### config.mk
export PLATFORM = sky130hd
export DESIGN_NAME = branch_resolve_unit
export DESIGN_NICKNAME = d
export VERILOG_FILES = /design/src/rtl/branch_resolve_unit_pkg.sv /design/src/rtl/branch_resolve_unit_bht.sv /design/src/rtl/branch_resolve_unit.sv
export SDC_FILE = /design/constraint.sdc
export NUM_CORES = 1
export LEC_CHECK = 0
export BUFFER_PORTS_ARGS = -buffer_cell sky130_fd_sc_hd__buf_4
export CORE_UTILIZATION = 51
export CTS_CLUSTER_DIAMETER = 60
export DETAILED_ROUTE_END_ITERATION = 6
export GPL_TIMING_DRIVEN = 0
export HOLD_SLACK_MARGIN = 0.05
export PLACE_DENSITY = 0.86
export SLEW_MARGIN = 15
export SYNTH_ARGS = -nofsm -noshare
export SYNTH_HDL_FRONTEND = slang
export SYNTH_SLANG_ARGS = --single-unit
### constraint.sdc
create_clock -name clk -period 5.5 [get_ports clk]
set_clock_uncertainty 0.15 [all_clocks]
set_input_delay 1.65 -clock clk [delete_from_list [all_inputs] [get_ports clk]]
set_output_delay 1.65 -clock clk [all_outputs]
set_load 0.05 [all_outputs]
### src/rtl/branch_resolve_unit_pkg.sv
// Shared definitions for the branch resolve unit: branch type encodings,
// the counter reset value and the saturating counter step.
package branch_resolve_unit_pkg;

    // Branch type encodings carried on in_btype
    localparam logic [3:0] B_NONE = 4'd0;
    localparam logic [3:0] B_BEQ  = 4'd1;
    localparam logic [3:0] B_BNE  = 4'd2;
    localparam logic [3:0] B_BLEZ = 4'd3;
    localparam logic [3:0] B_BGTZ = 4'd4;
    localparam logic [3:0] B_BLTZ = 4'd5;
    localparam logic [3:0] B_BGEZ = 4'd6;
    localparam logic [3:0] B_BLT  = 4'd7;
    localparam logic [3:0] B_BGE  = 4'd8;
    localparam logic [3:0] B_BLTU = 4'd9;
    localparam logic [3:0] B_BGEU = 4'd10;

    // Counters start weakly not-taken
    localparam logic [1:0] CTR_RESET = 2'b01;

    // Outcome of decoding one branch
    typedef struct packed {
        logic taken;
        logic illegal;
        logic trains;
    } resolve_t;

    // One step of a 2-bit saturating counter toward the observed outcome
    function automatic logic [1:0] ctr_step(input logic [1:0] ctr, input logic taken);
        logic [1:0] nxt;
        nxt = ctr;
        if (taken) begin
            if (ctr != 2'b11) nxt = ctr + 2'b01;
        end else begin
            if (ctr != 2'b00) nxt = ctr - 2'b01;
        end
        return nxt;
    endfunction

endpackage

### src/rtl/branch_resolve_unit_bht.sv
// Branch history table of 2-bit saturating counters. One read port with a
// bypass from the update port, one saturating update port.
module bht_2bit_table
    import branch_resolve_unit_pkg::*;
#(
    parameter int IDX_W = 6
) (
    input  logic             clk,
    input  logic             reset,
    input  logic [IDX_W-1:0] rd_idx,
    output logic             rd_taken,
    input  logic             upd_en,
    input  logic [IDX_W-1:0] upd_idx,
    input  logic             upd_taken
);

    localparam int DEPTH = 1 << IDX_W;

    logic [1:0] ctr [DEPTH];
    logic [1:0] upd_next;

    // Next value of the counter being trained this cycle
    always_comb begin
        upd_next = ctr_step(ctr[upd_idx], upd_taken);
    end

    // Read the prediction, forwarding a same-cycle update to the same entry
    always_comb begin
        rd_taken = ctr[rd_idx][1];
        if (upd_en && (upd_idx == rd_idx)) rd_taken = upd_next[1];
    end

    // Counter storage: all entries weakly not-taken on reset
    always_ff @(posedge clk or negedge reset) begin
        if (!reset) begin
            for (int i = 0; i < DEPTH; i++) ctr[i] <= CTR_RESET;
        end else if (upd_en) begin
            ctr[upd_idx] <= upd_next;
        end
    end

endmodule

### src/rtl/branch_resolve_unit.sv
// Branch resolve unit: registers a branch, resolves its condition and reports
// taken/mispredict through a one-entry valid/ready output register, and
// trains a table of 2-bit counters that also serves fetch-time predictions.
module branch_resolve_unit
    import branch_resolve_unit_pkg::*;
#(
    parameter int DW        = 32,
    parameter int PCW       = 32,
    parameter int IDX_W     = 6,
    parameter bit EN_UNSIGN = 1'b1
) (
    input  logic           clk,
    input  logic           reset,
    input  logic [PCW-1:0] pred_pc,
    output logic           pred_taken,
    input  logic           in_valid,
    output logic           in_ready,
    input  logic [PCW-1:0] in_pc,
    input  logic [DW-1:0]  in_rs,
    input  logic [DW-1:0]  in_rt,
    input  logic [3:0]     in_btype,
    input  logic           in_pred,
    input  logic           flush,
    output logic           out_valid,
    input  logic           out_ready,
    output logic [PCW-1:0] out_pc,
    output logic           out_taken,
    output logic           out_mispredict,
    output logic           out_illegal
);

    logic     accept;
    logic     complete;
    logic     out_train;
    resolve_t res;

    logic rs_eq;
    logic rs_neg;
    logic rs_zero;
    logic rs_lt_signed;
    logic rs_lt_unsigned;

    // Only the index bits of the prediction PC select a counter
    logic unused_pred_pc_bits;
    assign unused_pred_pc_bits = ^{pred_pc[PCW-1:IDX_W+2], pred_pc[1:0]};

    assign in_ready = !out_valid || out_ready;
    assign complete = out_valid && out_ready;
    assign accept   = in_valid && in_ready && !flush;

    // Operand relations shared by the condition decoder
    always_comb begin
        rs_eq          = (in_rs == in_rt);
        rs_neg         = in_rs[DW-1];
        rs_zero        = (in_rs == '0);
        rs_lt_signed   = ($signed(in_rs) < $signed(in_rt));
        rs_lt_unsigned = (in_rs < in_rt);
    end

    // Condition decoder: taken/illegal per branch type, and whether it trains
    always_comb begin
        res = '0;
        case (in_btype)
            B_NONE: res.taken = 1'b0;
            B_BEQ:  res.taken = rs_eq;
            B_BNE:  res.taken = !rs_eq;
            B_BLEZ: res.taken = rs_neg || rs_zero;
            B_BGTZ: res.taken = !rs_neg && !rs_zero;
            B_BLTZ: res.taken = rs_neg;
            B_BGEZ: res.taken = !rs_neg;
            B_BLT:  res.taken = rs_lt_signed;
            B_BGE:  res.taken = !rs_lt_signed;
            B_BLTU: begin
                if (EN_UNSIGN) res.taken = rs_lt_unsigned;
                else           res.illegal = 1'b1;
            end
            B_BGEU: begin
                if (EN_UNSIGN) res.taken = !rs_lt_unsigned;
                else           res.illegal = 1'b1;
            end
            default: res.illegal = 1'b1;
        endcase
        res.trains = !res.illegal && (in_btype != B_NONE);
    end

    // Output register: flush beats a new accept; completion empties the slot
    always_ff @(posedge clk or negedge reset) begin
        if (!reset) begin
            out_valid      <= 1'b0;
            out_pc         <= '0;
            out_taken      <= 1'b0;
            out_mispredict <= 1'b0;
            out_illegal    <= 1'b0;
            out_train      <= 1'b0;
        end else if (flush) begin
            out_valid <= 1'b0;
        end else if (accept) begin
            out_valid      <= 1'b1;
            out_pc         <= in_pc;
            out_taken      <= res.taken;
            out_mispredict <= (res.taken != in_pred);
            out_illegal    <= res.illegal;
            out_train      <= res.trains;
        end else if (complete) begin
            out_valid <= 1'b0;
        end
    end

    // Counter table, trained when a legal non-none result completes
    bht_2bit_table #(
        .IDX_W(IDX_W)
    ) u_bht (
        .clk      (clk),
        .reset    (reset),
        .rd_idx   (pred_pc[IDX_W+1:2]),
        .rd_taken (pred_taken),
        .upd_en   (complete && out_train),
        .upd_idx  (out_pc[IDX_W+1:2]),
        .upd_taken(out_taken)
    );

endmodule

==> results.cfg <==
[placed_design]
placement.setup.worst_slack_ns = -0.592
io_buffer_count = 146
post_detailed_placement_half_perimeter_wirelength_um = 20400
place_congestion = 0.977

[synth]
yosys_warnings = 0
post_synth_inst_count = 870
ys_seq_elements = 165
edff_count_synth = 0
synth.net_count = 1040
syn-mean-instance-area_um2 = 10.8
synth_top_flop_cell = sky130_fd_sc_hd__dfrtp_1
mappedNetlistArea_mm2 = 0.00944
asyncSetResetFlopFracSynth_pct = 100
ys_seq_area_share_pct = 44.6
synth_cell_types = 64

[floorplan]
die_height_um = 138
floorplan.initialDensity_pct = 52.4
floorplan.io_pins = 176
placementRows = 49
fp.dieW_um = 138
fp.dieArea_mm2 = 0.0191
placeableCoreArea_mm2 = 0.0180

[critical_path]
cp_slowest_cell = sky130_fd_sc_hd__mux4_2
timing.critical_path.mode_cell = sky130_fd_sc_hd__mux4_2
cp.arrival_ns = 3.70
critPathBufInv = 3
worst_setup_path_start_kind = primary input
critical_path.cell_chain = buf_16, buf_12, mux4_2, mux4_2, mux4_2, nand2_2, o21ai_2, buf_6
worstPathRequired_ns = 3.70
worst_reg2reg_setup_slack_ns = 1.82
cpPeakStageDelay_ns = 0.51
end_kind = output port
crit_path_max_fanout = 7
critical_path.top_delay_family = multiplexers
path_class = in2out

[worst_hold_path]
hold_wc_path_type = reg2reg

[job]
max_cap_violations = 0

[clock_network]
ctsRootBufferMaster = sky130_fd_sc_hd__clkbuf_16
cts_inserted_buffers = 17
cts_htree_levels = 4
tritoncts_clock_tree = done
clkTransAtPathRegs_ns = 0.07
source_to_sink_clock_delay_at_the_later_pin_of_the_worst_skew_pair_ns = 0.45
bufs_on_longest_clock_path = 2
clock-sinks = 165

[final_layout]
final.fill_count = 1364
register_area_mm2 = 0.00421
multi_input_comb_area_mm2 = 0.00478
drive_above_1_share_pct = 42.4
antenna_cells_inserted = 0
synthToLayoutAreaGrowth_pct = 23.3
nets = 1213

[timing]
worst_slack_ns = -0.000980
rsz0062_at_grt = true
hold_viol_final = 0
period_needed_ns = 5.50
slew_headroom_pct = 17.7
fmax_mhz = 182
crit_share_post_route_pct = 100
setup_violations = 1
worstMarginPinSlew_ns = 1.23
fin_hold_ws_ns = 0.362
maxSlewViolCount = 0

[drt]
drt_drc = 12
detailedRoute.firstPassIterationCount = 7
post_drt_wl_per_cell_um = 22.2
route.antenna.remaining_nets = 0
drtIter0Drc = 816
route.final.wire_length_um = 28500
drt_via_density = 6.19
detailroute.via_count = 7956

[global_routing]
via_count_of_the_first_global_routing_pass = 8041
grt_antenna_before_repair = 0
global_route_wire_length_before_repair_um = 44200
remaining_global_route_overflow = 0
grt_start_max_net_pins = 85
grt.total_usage_pct = 30.2

[outcome]
run_status = finished with violations
failed_checks = DRC, setup timing

[pwr]
leakagePower_nw = 5.11
power_density_mw_per_mm2 = 312
vdd_drop_max_mv = 0.460
==> final cells by class <==
class / count / share of cell area (%)
tap: 229 / 2.46
clock buffer: 17 / 3.66
clock inverter: 15 / 1.54
multi-input combinational: 619 / 41.1
buffer: 46 / 3.43
timing repair buffer: 154 / 10.4
sequential: 165 / 36.2
inverter: 40 / 1.29
==> power by group <==
part	switching [mW]	total, mW	internal (mW)
clock	0.589	1.20	0.615
sequential	0.0747	1.43	1.35
combinational	0.619	1.00	0.385
==> metrics by stage <==
stage | cell area [µm²] | utilization [%] | TNS [ns] | total power, mW | cells
6_report | 11600 | 64.6 | -0.000980 | 3.64 | 1285
5_1_grt | 11600 | 64.6 | -0.0467 | 3.74 | 1285
2_1_floorplan | 9450 | - | 0 | 2.05 | 870
3_5_place_dp | 10900 | 60.4 | -0.592 | 2.42 | 1247
4_1_cts | 11600 | 64.4 | 0 | 3.62 | 1284
3_3_place_gp | 10800 | 60.1 | -0.498 | 2.38 | 1245
==> worst register-to-register path: stages, from the launching register on <==
cell	delay (ns)
sky130_fd_sc_hd__dfrtp_1	0.37
sky130_fd_sc_hd__buf_6	0.20
sky130_fd_sc_hd__buf_6	0.19
sky130_fd_sc_hd__buf_2	0.29
sky130_fd_sc_hd__clkbuf_4	0.32
sky130_fd_sc_hd__nand4_1	0.40
sky130_fd_sc_hd__nor2_1	1.03
sky130_fd_sc_hd__and2_1	0.29
sky130_fd_sc_hd__mux2_2	0.35
==> cells in the final DEF (no fill, tap or decap), types with 4 or more instances in the layout <==
cell type	n
sky130_fd_sc_hd__a21o_1	5
sky130_fd_sc_hd__a21oi_1	34
sky130_fd_sc_hd__a221oi_1	8
sky130_fd_sc_hd__a22oi_1	5
sky130_fd_sc_hd__and2_1	7
sky130_fd_sc_hd__and3_1	4
sky130_fd_sc_hd__and4_1	6
sky130_fd_sc_hd__buf_1	4
sky130_fd_sc_hd__buf_2	11
sky130_fd_sc_hd__buf_4	152
sky130_fd_sc_hd__buf_6	19
sky130_fd_sc_hd__clkbuf_1	5
sky130_fd_sc_hd__clkbuf_16	18
sky130_fd_sc_hd__clkinv_8	5
sky130_fd_sc_hd__dfrtp_1	100
sky130_fd_sc_hd__dfstp_2	64
sky130_fd_sc_hd__ha_1	32
sky130_fd_sc_hd__inv_1	38
sky130_fd_sc_hd__inv_8	5
sky130_fd_sc_hd__mux2_2	98
sky130_fd_sc_hd__mux2i_1	16
sky130_fd_sc_hd__mux4_2	33
sky130_fd_sc_hd__nand2_1	156
sky130_fd_sc_hd__nand3_1	19
sky130_fd_sc_hd__nand4_1	7
sky130_fd_sc_hd__nor2_1	36
sky130_fd_sc_hd__nor2b_1	6
sky130_fd_sc_hd__nor4_1	11
sky130_fd_sc_hd__o21ai_0	30
sky130_fd_sc_hd__o21ai_1	32
sky130_fd_sc_hd__o21ai_2	11
==> sequential cells by signal (all words and copies together), names as in the netlist <==
name	cells
u_bht.ctr	128
out_pc	32
out_illegal	1
out_mispredict	1
out_taken	1
out_train	1
out_valid	1
==> path summary, 6_finish.rpt <==
| path | cells past startpoint | start | end |
|---|---|---|---|
| setup / recovery | 8 | pred_pc[2] | pred_taken |
| hold reg to reg | 2 | u_bht.ctr[27] | u_bht.ctr[27] |
| max in group asynchronous | 2 | reset | u_bht.ctr[52] |
| min in group asynchronous | 1 | reset | u_bht.ctr[111] |
| hold / removal | 2 | u_bht.ctr[27] | u_bht.ctr[27] |
| setup reg to reg | 8 | out_pc[3] | u_bht.ctr[56] |
==> cells in the mapped netlist (all sizes together), types with 2 or more instances <==
cell type  instances  area [µm²]
a221oi             8        70.1
xnor2              3        26.3
dfstp             64        1680
mux4              33         743
nor2              36         135
o211ai             3        22.5
o21ai             73         403
nand2b             3        18.8
nand3b             3        22.5
and3               4        25.0
buf               38         300
or4                2        15.0
inv               39         146
a211oi             5        47.5
clkbuf             8        31.3
and3b              3        26.3
nand3             19        95.1
nor4              11        68.8
a21oi             34         170
a31o               2        17.5
and2               7        43.8
nor3               6        35.0
a22oi              6        50.1
o31ai              2        15.0
o22ai              3        18.8
nand4              7        43.8
maj3               2        25.0
mux2i             16         160
dfrtp            101        2530
nand2            157         589
and4               6        52.6
ha                32         400
a21o               5        37.5
mux2             101        1140
nor2b              6        37.5
nor3b              6        60.1
xor2               3        26.3
==> cell families (layout without fill, tap and decap cells) <==
group                    after synthesis  count (layout)  share of synthesized area [%]
AO/OA/AOI/OAI                        152             152                           10.0
flip-flops                           165             165                           44.6
XOR/XNOR                               6               6                          0.557
adder cells (fa/ha/maj)               34              34                           4.51
AND/OR/NAND/NOR                      277             277                           13.5
multiplexers                         150             150                           21.7
buffers and inverters                 86             272                           5.10
==> routing by layer <==
metal | share of wire [%] | GRT usage, %
met1 | 37 | 36.8
met2 | 47 | 48.8
met3 | 11 | 9.35
met4 | 4.8 | 14.7
met5 | 0 | 0
==> repair_timing <==
item                       CTS  global route
resized for setup           14             6
buffers inserted             4             1
cloned                       1             0
setup endpoints to repair    1             1
hold buffers                 0             0
pin swaps                    0             1
No activity file was read; power rests on OpenSTA's default activity.
